==> src/rtl/display_pkg.sv <==
// ============================================================================
// Module : display_pkg
// Brief  : Shared pattern codes, colour-bar table and sync idle-level helper
//          for the display test-pattern pipeline.
// Rev    : 1.0  initial release
// ============================================================================
`default_nettype none

package display_pkg;

    typedef enum logic [1:0] {
        PAT_BARS  = 2'd0,
        PAT_CHECK = 2'd1,
        PAT_HGRAD = 2'd2,
        PAT_VGRAD = 2'd3
    } pattern_t;

    // {r,g,b} per bar, bar 0 in the low bits: white, yellow, cyan, green,
    // magenta, red, blue, black.
    localparam logic [23:0] c_bar_table = {
        3'b000, 3'b001, 3'b100, 3'b101,
        3'b010, 3'b011, 3'b110, 3'b111
    };

    function automatic logic [2:0] bar_rgb(input logic [2:0] idx);
        return c_bar_table[int'(idx) * 3 +: 3];
    endfunction

    function automatic logic sync_idle(input logic pol);
        return ~pol;
    endfunction

endpackage

`default_nettype wire

==> src/rtl/display_sync_delay.sv <==
// ============================================================================
// Module : display_sync_delay
// Brief  : WIDTH-bit shift register of DEPTH stages, loaded with i_rst_val on
//          reset; DEPTH=0 degenerates to a wire.
// Rev    : 1.0  initial release
// ============================================================================
`default_nettype none

module display_sync_delay #(
    parameter int WIDTH = 1,
    parameter int DEPTH = 1
) (
    input  logic             i_pix_clk,
    input  logic             i_rst,
    input  logic [WIDTH-1:0] i_rst_val,
    input  logic [WIDTH-1:0] i_d,
    output logic [WIDTH-1:0] o_q
);

    generate
        if (DEPTH == 0) begin : g_bypass
            logic w_unused;
            assign w_unused = ^{1'b0, i_pix_clk, i_rst, i_rst_val};
            assign o_q      = i_d;
        end else begin : g_shift
            logic [WIDTH-1:0] r_stage [DEPTH];

            always_ff @(posedge i_pix_clk) begin
                if (i_rst) begin
                    for (int i = 0; i < DEPTH; i++) begin
                        r_stage[i] <= i_rst_val;
                    end
                end else begin
                    r_stage[0] <= i_d;
                    for (int i = 1; i < DEPTH; i++) begin
                        r_stage[i] <= r_stage[i-1];
                    end
                end
            end

            assign o_q = r_stage[DEPTH-1];
        end
    endgenerate

endmodule

`default_nettype wire

==> src/rtl/display_pattern_gen.sv <==
// ============================================================================
// Module : display_pattern_gen
// Brief  : RGB test-pattern stage behind the timing generator; colour and
//          hs/vs/de leave exactly PIPE_STAGES cycles after entry.
//          Define DISPLAY_PATTERN_BORDER_EN to force a white 1-px frame border.
// Rev    : 1.0  initial release
// ============================================================================
`default_nettype none

module display_pattern_gen
    import display_pkg::*;
#(
    parameter int COLOR_W     = 4,
    parameter int PIPE_STAGES = 2
) (
    input  logic               i_pix_clk,
    input  logic               i_rst,
    input  logic [11:0]        H_RES,
    input  logic [11:0]        V_RES,
    input  logic               H_POL,
    input  logic               V_POL,
    input  logic [1:0]         i_pattern_sel,
    input  logic [15:0]        i_sx,
    input  logic [15:0]        i_sy,
    input  logic               i_hs,
    input  logic               i_vs,
    input  logic               i_de,
    input  logic               i_frame,
    output logic               o_hs,
    output logic               o_vs,
    output logic               o_de,
    output logic [COLOR_W-1:0] o_r,
    output logic [COLOR_W-1:0] o_g,
    output logic [COLOR_W-1:0] o_b,
    output logic [15:0]        o_frame_count
);

    localparam int c_rgb_w = 3 * COLOR_W;

    pattern_t             r_pattern;
    logic [11:0]          r_h_res;
    logic [11:0]          r_v_res;
    logic [15:0]          r_frame_count;
    logic [11:0]          r_bar_pix;
    logic [2:0]           r_bar_idx;
    logic                 r_hs;
    logic                 r_vs;
    logic                 r_de;
    logic [c_rgb_w-1:0]   r_rgb;

    logic [11:0]          w_bar_w;
    logic [2:0]           w_bar_rgb;
    logic [4:0]           w_chk_sum;
    logic                 w_chk;
    logic [COLOR_W-1:0]   w_hgrad;
    logic [COLOR_W-1:0]   w_vgrad;
    logic [c_rgb_w-1:0]   w_rgb;
    logic [2:0]           w_sync_q;
    logic [c_rgb_w-1:0]   w_rgb_q;
    logic                 w_unused;

    // Pattern and resolution only change at the frame strobe.
    always_ff @(posedge i_pix_clk) begin
        if (i_rst) begin
            r_pattern     <= PAT_BARS;
            r_h_res       <= '0;
            r_v_res       <= '0;
            r_frame_count <= '0;
        end else if (i_frame) begin
            r_pattern     <= pattern_t'(i_pattern_sel);
            r_h_res       <= H_RES;
            r_v_res       <= V_RES;
            r_frame_count <= r_frame_count + 16'd1;
        end
    end

    assign w_bar_w = (r_h_res[11:3] == 9'd0) ? 12'd1 : {3'd0, r_h_res[11:3]};

    // Last bar saturates so it soaks up the H_RES % 8 remainder.
    always_ff @(posedge i_pix_clk) begin
        if (i_rst || !i_de) begin
            r_bar_pix <= '0;
            r_bar_idx <= '0;
        end else if ((r_bar_pix == w_bar_w - 12'd1) && (r_bar_idx != 3'd7)) begin
            r_bar_pix <= '0;
            r_bar_idx <= r_bar_idx + 3'd1;
        end else begin
            r_bar_pix <= r_bar_pix + 12'd1;
        end
    end

    assign w_bar_rgb = bar_rgb(r_bar_idx);
    assign w_chk_sum = i_sx[4:0] + r_frame_count[4:0];
    assign w_chk     = w_chk_sum[4] ^ i_sy[4];
    assign w_hgrad   = i_sx[COLOR_W+2:3];
    assign w_vgrad   = i_sy[COLOR_W+2:3];

`ifdef DISPLAY_PATTERN_BORDER_EN
    logic [15:0] w_h_last;
    logic [15:0] w_v_last;
    logic        w_border;

    assign w_h_last = {4'd0, r_h_res} - 16'd1;
    assign w_v_last = {4'd0, r_v_res} - 16'd1;
    assign w_border = (i_sx == 16'd0) || (i_sx == w_h_last) ||
                      (i_sy == 16'd0) || (i_sy == w_v_last);
`endif

    always_comb begin
        w_rgb = '0;
        case (r_pattern)
            PAT_BARS:  w_rgb = {{COLOR_W{w_bar_rgb[2]}},
                                {COLOR_W{w_bar_rgb[1]}},
                                {COLOR_W{w_bar_rgb[0]}}};
            PAT_CHECK: w_rgb = {c_rgb_w{w_chk}};
            PAT_HGRAD: w_rgb = {3{w_hgrad}};
            PAT_VGRAD: w_rgb = {3{w_vgrad}};
        endcase
`ifdef DISPLAY_PATTERN_BORDER_EN
        if (w_border) begin
            w_rgb = '1;
        end
`endif
        if (!i_de) begin
            w_rgb = '0;
        end
    end

    assign w_unused = ^{i_sx, i_sy, r_h_res, r_v_res, w_chk_sum};

    always_ff @(posedge i_pix_clk) begin
        if (i_rst) begin
            r_hs  <= sync_idle(H_POL);
            r_vs  <= sync_idle(V_POL);
            r_de  <= 1'b0;
            r_rgb <= '0;
        end else begin
            r_hs  <= i_hs;
            r_vs  <= i_vs;
            r_de  <= i_de;
            r_rgb <= w_rgb;
        end
    end

    display_sync_delay #(
        .WIDTH (3),
        .DEPTH (PIPE_STAGES - 1)
    ) u_sync_delay (
        .i_pix_clk (i_pix_clk),
        .i_rst     (i_rst),
        .i_rst_val ({sync_idle(H_POL), sync_idle(V_POL), 1'b0}),
        .i_d       ({r_hs, r_vs, r_de}),
        .o_q       (w_sync_q)
    );

    display_sync_delay #(
        .WIDTH (c_rgb_w),
        .DEPTH (PIPE_STAGES - 1)
    ) u_rgb_delay (
        .i_pix_clk (i_pix_clk),
        .i_rst     (i_rst),
        .i_rst_val ({c_rgb_w{1'b0}}),
        .i_d       (r_rgb),
        .o_q       (w_rgb_q)
    );

    assign {o_hs, o_vs, o_de} = w_sync_q;
    assign {o_r, o_g, o_b}    = w_rgb_q;
    assign o_frame_count      = r_frame_count;

endmodule

`default_nettype wire

==> config.mk <==
export PLATFORM = sky130hd
export DESIGN_NAME = display_pattern_gen
export DESIGN_NICKNAME = d
export VERILOG_FILES = /design/src/rtl/display_pkg.sv /design/src/rtl/display_sync_delay.sv /design/src/rtl/display_pattern_gen.sv
export SDC_FILE = /design/constraint.sdc
export NUM_CORES = 1
export LEC_CHECK = 0
export CELL_PAD_IN_SITES_DETAIL_PLACEMENT = 1
export CELL_PAD_IN_SITES_GLOBAL_PLACEMENT = 2
export CORE_ASPECT_RATIO = 1.75
export CORE_UTILIZATION = 34
export CTS_CLUSTER_SIZE = 30
export DETAILED_ROUTE_END_ITERATION = 8
export DONT_BUFFER_PORTS = 1
export PLACE_DENSITY_LB_ADDON = 0.25
export SYNTH_ARGS = -nofsm -noshare
export SYNTH_HDL_FRONTEND = slang
export SYNTH_HIERARCHICAL = 1
export SYNTH_SLANG_ARGS = --single-unit
==> constraint.sdc <==
create_clock -name i_pix_clk -period 2.5 [get_ports i_pix_clk]
set_input_delay 0.375 -clock i_pix_clk [delete_from_list [all_inputs] [get_ports i_pix_clk]]
set_output_delay 0.375 -clock i_pix_clk [all_outputs]
set_load 0.005 [all_outputs]
Word-level counts from Yosys, hierarchy flattened

Memories as Yosys holds them, arrays and structs flattened.
Index checks and enable logic that the tools add are counted.

Register bits: 60
Latch bits: 0
RAM bits: 15
Memory bits (read-only): 0
Input port bits: 66
Output and inout port bits: 31
Logic and storage cells: 47
Memories: 2

Memory list:

| name                         | words | bits a word | read ports | clocked after memory_dff | wr ports | line                     | text |
|---|---|---|---|---|---|---|---|
| u_rgb_delay.g_shift.r_stage  | 1     | 12          | 1          | 0                        | 1        | display_sync_delay.sv:26 | `logic [WIDTH-1:0] r_stage [DEPTH];` |
| u_sync_delay.g_shift.r_stage | 1     | 3           | 1          | 0                        | 1        | display_sync_delay.sv:26 |  |

$add $sub $neg: 5
Multiply operators: 1
Divide/modulo/power cells: 0
Order comparisons: 0
Equality and inequality tests: 5
Shift-type cells: 1
Muxes and demuxes: 11
Bitwise logic cells: 4
Reductions and logical operators: 9

Operator list:

| kind                      | number |
|---|---|
| $pmux W12 S4              | 1 |
| $shiftx A24 B6 Y3 const A | 1 |
| $add A16 B1 Y16 const B   | 1 |
| $add A12 B1 Y12 const B   | 1 |
| $eq A12 B12 Y1            | 1 |
| $mux W12                  | 1 |
| $reduce_or A12 Y1         | 1 |
| $sub A9 B1 Y10 const B    | 1 |
| $logic_not A9 Y1          | 1 |
| $mux W9                   | 1 |
| $mux W1                   | 7 |
| $add A5 B5 Y5             | 1 |
| $mul A3 B2 Y5 const B     | 1 |
| $eq A2 B2 Y1 const B      | 2 |
| $reduce_or A2 Y1          | 2 |
| $add A3 B1 Y3 const B     | 1 |
| $mux W3                   | 1 |
| $ne A3 B3 Y1 const B      | 1 |
| $not A1 Y1                | 3 |
| $reduce_or A3 Y1          | 1 |
| $eq A2 B1 Y1 const B      | 1 |
| $logic_not A2 Y1          | 1 |
| $logic_and A1 B1 Y1       | 1 |
| $logic_not A1 Y1          | 1 |
| 2 further kinds           | 2 |

Longest topological paths before layout

Gate-level depths: netlist of the first run.

Word-level depth: 6
Depth in mapped cells: 10
Mapped depth without buffers: 9

Modules after synthesis

Netlist of the first run, hierarchy kept.

By module, submodules not included:

| module                            | times used | cells each | area each (sq um) | seq. area each (sq um) |
|---|---|---|---|---|
| display_pattern_gen               | 1          | 285        | 2662.6            | 1141.1 |
| display_sync_delay (u_rgb_delay)  | 1          | 25         | 424.2             | 240.2 |
| display_sync_delay (u_sync_delay) | 1          | 6          | 93.8              | 60.1 |

Worst setup path before layout of the first run

No wires, ideal clock.

Kind: reg2reg
Start point: register r_h_res[9]
End point: register r_bar_pix[5]
Setup time: 0.115 ns
Arrival: 2.379 ns
Data required time: 2.385 ns
Path slack: 0.006 ns
Cell stages (with the launch flop): 11
Buffers on the path: 1
Period minus slack after synthesis: 2.494 ns
Cells stage by stage: dfxtp_1 > nor3_1 > a31oi_1 > ha_1 > nor3b_2 > and3_1 > o21ai_0 > a31oi_2 > o31ai_4 > buf_6 > nor2_2

Word-level cells in the longest chain between the ends: 6

RTL lines:

| item                                  | line                      | text |
|---|---|---|
| start: declaration                    | display_pattern_gen.sv:41 | `logic [11:0] r_h_res;` |
| start signal: assignment              | display_pattern_gen.sv:66 | `r_h_res <= '0;` |
| start signal: assignment              | display_pattern_gen.sv:71 | `r_h_res <= H_RES;` |
| $logic_not A9 Y1                      | display_pattern_gen.sv:77 | `assign w_bar_w = (r_h_res[11:3] == 9'd0) ? 12'd1 : {3'd0, r_h_res[11:3]};` |
| $mux W9 (*)                           | display_pattern_gen.sv:77 |  |
| $sub A9 B1 Y10 (*)                    | display_pattern_gen.sv:84 | `end else if ((r_bar_pix == w_bar_w - 12'd1) && (r_bar_idx != 3'd7)) begin` |
| $eq A12 B12 Y1 (*)                    | display_pattern_gen.sv:84 |  |
| $logic_and A1 B1 Y1 (*)               | display_pattern_gen.sv:84 |  |
| $reduce_or A2 Y1 (no source line) (*) | n/a                       |  |
| end signal: assignment                | display_pattern_gen.sv:88 | `r_bar_pix <= r_bar_pix + 12'd1;` |
| end: declaration                      | display_pattern_gen.sv:44 | `logic [11:0] r_bar_pix;` |

Mark *: on every way between the ends. The rest lies on a longest branch, timed or not.
A chain may end at the register's enable or synchronous reset.

Worst setup path in the final report of the first run

Start point: register r_h_res[10]
End point: register r_bar_pix[2]

Same word-level chain as after synthesis.

==> summary.md, run 1 <==
| Metric | Value |
|---|---|
| Fin crit period | `2350 ps` |
| Worst Path Required | `2720 ps` |
| Max cap viols | `0` |
| Seq pwr share | `43.4%` |
| Layout cells sized above 1 | `26.1%` |
| Int Pwr | `2.16 mW` |
| Top cell type's share of synthesized area | `45.3%` |
| H-tree Lvls | `3` |
| Syn_area_per_cell | `10.1 um2` |
| Hpwl dp | `5.23 mm` |
| Port bufs | `0` |
| Max VDD drop | `0.419 mV` |
| First-pass GRT wire length | `11.1 mm` |
| Total Wirelength | `7.05 mm` |
| Die H | `130 um` |
| Synth cell count leaders | `72 x dfxtp_1, 37 x nor2_1, 22 x a21oi_1` |
| Ys async rst share | `0%` |
| GPL Wtd Cong | `0.746` |
| Slew Viols, Final | `0` |
| Net Sw Power | `683 uW` |
| Clk sinks | `72` |
| Clk root buf | `clkbuf_16` |
| Number of global-route vias before repair | `2377` |
| Top FF cell, synth | `dfxtp_1` |
| Multi-input gate area | `1780 um2` |
| Largest area contributor in the netlist | `dfxtp_1` |
| Relative slew slack | `55.0%` |
| N_diodes | `0` |
| Final worst hold slack | `131 ps` |
| Synth area leaders | `dfxtp_1 45%, xnor2_1 5.8%, mux2_4 4.7%` |
| Setup TNS | `0 ps` |
| Status | `finished, final reports clean` |
| Synth Instances | `316` |
| Nets@finish | `423` |
| Die area | `9760 um2` |
| PnR worst setup slack | `153 ps` |
| Total Routing Usage GR | `15.6%` |
| Hold Path Class | `in2reg` |
| Area Overhead vs Synth | `22.0%` |
| Number of synthesized register bits | `72` |
| Final-layout fill cell count | `1062` |
| Clk_skew | `5.66 ps` |
| TritonCTS buffer count | `9` |
| Total gr overflow | `0` |
| # setup viols final | `0` |
| Row count | `46` |
| Core area | `9090 um2` |
| Die Wd | `75.1 um` |
| DP Area | `3450 um2` |
| Critical Path AT | `2570 ps` |
| Pwr/cell area | `734 nW/um2` |
| Hold buffers post-CTS | `0` |
| Clk pwr share | `45.8%` |
| Detailed-route wire length per cell | `14.9 um` |
| Initial antenna violation count | `0` |
| DR DRC count | `0` |
| Count leader, synth | `dfxtp_1` |
| Storage element area | `1440 um2` |
| Number of nets still failing antenna checks after routing | `0` |
| Final instance area | `3880 um2` |
| CTS tree | `yes` |
| CP startpoint kind | `register` |
| I/O pin cnt | `97` |
| Sw frac | `24.0%` |
| Place WS | `-24.9 ps` |
| FMAX | `426 MHz` |
| Clock slew seen by the registers of the worst setup and hold paths | `60 ps` |
| Starting utilization of the core area | `35.0%` |
| Worst setup EP type | `register` |
| Fin util | `42.7%` |
| Gate power share | `10.7%` |
| Largest net degree at the start of global routing | `46` |
| Mapped Area | `3180 um2` |
| Via count | `2302` |
| Period utilization | `93.9%` |
| Hold Vio Cnt, Final | `0` |
| Critical path class | `reg2reg` |
| CP Max Fanout | `12` |
| RSZ-0062 raised after global routing | `no` |
| Initial DRC count | `82` |
| Worst Tran Pin Value | `670 ps` |
| Number of synthesized flops with an enable pin | `0` |
| Register area share after synthesis | `45.3%` |
| 1st-pass router iterations | `4` |
| Yosys Warn Count | `6` |
| Max Root-Sink Buffers | `2` |
| Worst skew pair latency | `330 ps` |
| Via density | `4.88` |
| P_leak | `1.53 nW` |
| Synth cell types | `47` |
-- sequential cells by signal, indices dropped and copies added (netlist names) --
name	flops
r_rgb	12
u_sync_delay/g_shift.r_stage	3
r_vs	1
r_h_res	9
r_hs	1
o_frame_count	16
r_de	1
r_pattern	2
r_bar_idx	3
u_rgb_delay/g_shift.r_stage	12
r_bar_pix	12
-- what timing repair did --
| item | CTS | global route |
|---|---|---|
| setup endpoints to repair | 15 | 15 |
| pin swaps | 0 | 7 |
| resized for setup | 3 | 16 |
| buffers inserted | 0 | 4 |
-- routing by layer --
layer / GRT usage (%) / routed length (um)
met1: 14.2 / 2500
met2: 30.1 / 4130
met3: 4.02 / 236
met4: 7.88 / 178
met5: 0 / 0
-- final timing paths --
kind / endpoint / cells after the start / slack (ps) / from
setup / recovery: r_bar_pix[2]$_SDFF_PP0_ / 11 / 150 / r_h_res[10]$_SDFFE_PP0P_
hold reg to reg: u_sync_delay/g_shift.r_stage[0][1]$_DFF_P_ / 1 / 450 / r_vs$_DFF_P_
setup reg to reg: r_bar_pix[2]$_SDFF_PP0_ / 11 / 150 / r_h_res[10]$_SDFFE_PP0P_
hold / removal: o_frame_count[12]$_SDFFE_PP0P_ / 1 / 130 / i_rst
-- cells in the final DEF, fill, tap and decap left out, types with 10 or more instances in the layout --
cell type	n
inv_1	10
dfxtp_1	71
xnor2_1	21
a21oi_1	21
mux2i_1	12
nand2_1	11
nor2_1	37
mux2_2	11
xor2_1	15
buf_4	18
nor2_2	11
mux2_4	10
conb_1	13
-- logic make-up after synthesis --
kind of cell	Yosys count	share of synthesized area, %
other	1	0.118
adders and majority gates	10	3.93
xor gates and xnor gates	36	9.91
buffers and inverters	22	3.07
and+or+nand+nor	99	16.1
AOI/OAI and AO/OA	43	9.21
DFF	72	45.3
muxes	33	12.4
-- worst max-delay path: stages, from the launching register on --
cell      delay (ps)
dfxtp_2          340
nor3_4           200
a31oi_2          120
ha_2             210
buf_4            140
xnor2_1          120
a221oi_2         270
o221a_2          240
nand2_2           70
o31ai_4          270
buf_12           180
nor2_1            50
-- metrics by stage --
| stage | std cells | total power, mW |
|---|---|---|
| floorplan | 328 | 1.46 |
| global placement | 452 | 1.52 |
| detailed placement | 452 | 1.53 |
| CTS | 468 | 2.85 |
| global route | 472 | 2.97 |
| finish | 472 | 2.85 |
-- final cells by class --
class / count / area share, %
Clock buffer: 10 / 6.16
Clock inverter: 6 / 1.74
Inverter: 10 / 0.967
Multi-Input combinational cell: 234 / 45.8
Sequential cell: 72 / 37.2
Tap cell: 120 / 3.87
Timing Repair Buffer: 20 / 4.29
-- power by group through the flow --
stage	sequential [mW]	combinational (mW)	clock (mW)
6_report	1.24	0.306	1.30
5_1_grt	1.24	0.336	1.39
4_1_cts	1.24	0.276	1.34
3_5_place_dp	1.26	0.271	0
3_3_place_gp	1.26	0.264	0
2_1_floorplan	1.25	0.210	0
Power figures use the tool's default switching activity.
==> run 2, diff against run 1 <==
--- a/config.mk
+++ b/config.mk
@@ -8,12 +8,11 @@
 export CELL_PAD_IN_SITES_DETAIL_PLACEMENT = 1
 export CELL_PAD_IN_SITES_GLOBAL_PLACEMENT = 2
 export CORE_ASPECT_RATIO = 1.75
-export CORE_UTILIZATION = 34
+export CORE_UTILIZATION = 33
 export CTS_CLUSTER_SIZE = 30
 export DETAILED_ROUTE_END_ITERATION = 8
 export DONT_BUFFER_PORTS = 1
 export PLACE_DENSITY_LB_ADDON = 0.25
 export SYNTH_ARGS = -nofsm -noshare
 export SYNTH_HDL_FRONTEND = slang
-export SYNTH_HIERARCHICAL = 1
 export SYNTH_SLANG_ARGS = --single-unit
==> summary.md, run 2 <==
| Metric | Value |
|---|---|
| Status | `finished, final reports clean` |
| Largest net degree at the start of global routing | `48` |
| Syn_nets | `404` |
| RSZ-0062 raised after global routing | `yes` |
| Period utilization | `99.0%` |
| Worst skew pair latency | `330 ps` |
| Max FFs per register | `16` |
| Nets@finish | `425` |
| Relative slew slack | `58.8%` |
| Top FF cell, synth | `dfxtp_1` |
| Pwr/cell area | `769 nW/um2` |
| Initial antenna violation count | `0` |
| Most common cell after layout, fill and taps aside | `dfxtp_1` |
| Total Wirelength | `7.26 mm` |
| Max VDD drop | `0.354 mV` |
| N_diodes | `0` |
| Place WS | `-161 ps` |
| I/O pin cnt | `97` |
| Clock slew seen by the registers of the worst setup and hold paths | `60 ps` |
| Clk sinks | `72` |
| Area Overhead vs Synth | `23.4%` |
| Max Root-Sink Buffers | `2` |
| Hold path start | `i_rst` |
| FMAX | `404 MHz` |
| TritonCTS buffer count | `9` |
| CP startpoint kind | `register` |
| Clk_skew | `9.37 ps` |
| Slew Viols, Final | `0` |
| Core area | `9090 um2` |
| Via count | `2391` |
| Worst Tran Pin Value | `613 ps` |
| Clk root buf | `clkbuf_16` |
| Number of synthesized flops with an enable pin | `0` |
| Detailed-route wire length per cell | `15.3 um` |
| Synth cell types | `41` |
| PnR worst setup slack | `25.9 ps` |
| Synth area leaders | `dfxtp_1 47%, xor2_1 7.1%, mux2i_1 5.2%` |
| Initial DRC count | `65` |
| Fin crit period | `2470 ps` |
| # setup viols final | `0` |
| Syn_area_per_cell | `9.42 um2` |
| Hold Path Class | `in2reg` |
| CP Max Fanout | `4` |
| Setup crit start | `r_h_res[7]$_SDFFE_PP0P_` |
| GPL Wtd Cong | `0.763` |
| Die Wd | `75.2 um` |
| Port bufs | `0` |
| Yosys Warn Count | `0` |
| Synth Instances | `328` |
| Total gr overflow | `0` |
| DR DRC count | `0` |
| Die H | `130 um` |
| 1st-pass router iterations | `4` |
| Number of global-route vias before repair | `2389` |
| Synth cell count leaders | `72 x dfxtp_1, 41 x nor2_1, 25 x xor2_1` |
| Via density | `5.04` |
| Critical Path AT | `2670 ps` |
| Critical path class | `reg2reg` |
| Row count | `46` |
| Max cap viols | `0` |
| Hold Vio Cnt, Final | `0` |
| Ys async rst share | `0%` |
| Layout cells sized above 1 | `18.9%` |
| Count leader, synth | `dfxtp_1` |
| Worst r2r path cells | `10` |
| Register area share after synthesis | `46.6%` |
| Mapped Area | `3090 um2` |
| H-tree Lvls | `3` |
| Top cell type's share of synthesized area | `46.6%` |
| Fin util | `42.0%` |
| Starting utilization of the core area | `34.0%` |
| WHS Path Cells | `1` |
| Number of synthesized register bits | `72` |
| Worst setup EP type | `register` |
| CTS tree | `yes` |
| Total Routing Usage GR | `16.2%` |
| P_leak | `1.50 nW` |
| Crit Reg-Reg Startpoint | `r_h_res[7]$_SDFFE_PP0P_` |
| Hold buffers post-CTS | `0` |
| Worst Path Required | `2700 ps` |
| First-pass GRT wire length | `11.7 mm` |
| Hpwl dp | `5.27 mm` |
| Number of nets still failing antenna checks after routing | `0` |
| Largest area contributor in the netlist | `dfxtp_1` |
| Most frequent cells in the layout | `69 x dfxtp_1, 35 x nor2_1, 24 x xor2_1` |
| Die area | `9770 um2` |
[run 2: changes by cell type after synthesis, sizes merged, moves of 3 or more]
| cell | delta |
|---|---|
| mux2 | -21 |
| nor2b | +13 |
| xnor2 | -10 |
| xor2 | +10 |
| a21oi | -8 |
| nor4 | +8 |
| o21ai | +8 |
| nor2 | -7 |
| a2111oi | +5 |
| mux2i | +4 |
| nand2 | +4 |
| nor3 | +3 |
[run 2: layout make-up]
| type | count | area (um2) |
|---|---|---|
| inverters | 10 | 37.5 |
| clock buffers | 12 | 267 |
| multi-input cells | 233 | 1660 |
| repair buffers | 23 | 184 |
| fillers | 1082 | 5280 |
| flip-flops and latches | 72 | 1450 |
| well taps | 120 | 150 |
| clock inverters | 4 | 75.1 |
[run 2: path summary, 6_finish.rpt]
kind / end / slack, ps
max: r_bar_idx[1]$_SDFFE_PP0P_ / 30
min: r_pattern[0]$_SDFFE_PP0P_ / 120
max reg2reg: r_bar_idx[1]$_SDFFE_PP0P_ / 30
min reg2reg: u_rgb_delay.g_shift.r_stage[0][9]$_SDFF_PP0_ / 430
[run 2: timing repair]
item | in CTS | in global routing
resized for setup | 11 | 16
setup buffers | 6 | 0
gates cloned | 1 | 0
endpoints found under the hold margin | 0 | 0
endpoints found under the setup margin | 15 | 15
pin swaps | 13 | 2
[run 2: cells by family after synthesis]
logic type,synth area share [%]
xor gates and xnor gates,10.2
buffers and inverters,3.28
adders and majority gates,4.05
AOI/OAI and AO/OA,9.76
DFF,46.6
muxes,5.18
and+or+nand+nor,20.9
[run 2: report_power, final]
| group | switching, mW | internal, mW | leakage, nW |
|---|---|---|---|
| registers | 0.0319 | 1.19 | 0.590 |
| clock network | 0.477 | 0.955 | 0.161 |
| logic | 0.135 | 0.139 | 0.745 |
[run 2: worst max-delay path, stage by stage, from the launching register on]
cell	delay, ps
dfxtp_1	370
nor4_4	70
a21oi_2	160
ha_2	230
nor3b_4	250
nand2_1	100
xnor2_1	160
or4_4	530
buf_6	160
o31ai_2	220
a21oi_1	90
[run 2: metal layers]
metal / up-vias / track usage (%) / part of all wire (%)
met3: 12 / 4.17 / 4.4
met5: - / 0 / 0
met1: 1150 / 15.9 / 38
met4: 0 / 9.15 / 2.4
li1: 1186 / - / -
met2: 43 / 29.8 / 55
[run 2: metrics by stage]
stage,cells,hold WS [ps],TNS [ps],power (mW),cell area [um2]
2_1_floorplan,328,414,0,1.42,3100
3_3_place_gp,453,419,-1340,1.47,3340
3_5_place_dp,453,427,-2080,1.48,3340
4_1_cts,476,90.2,-522,2.97,3790
5_1_grt,474,110,-790,3.06,3810
6_report,474,124,0,2.93,3810
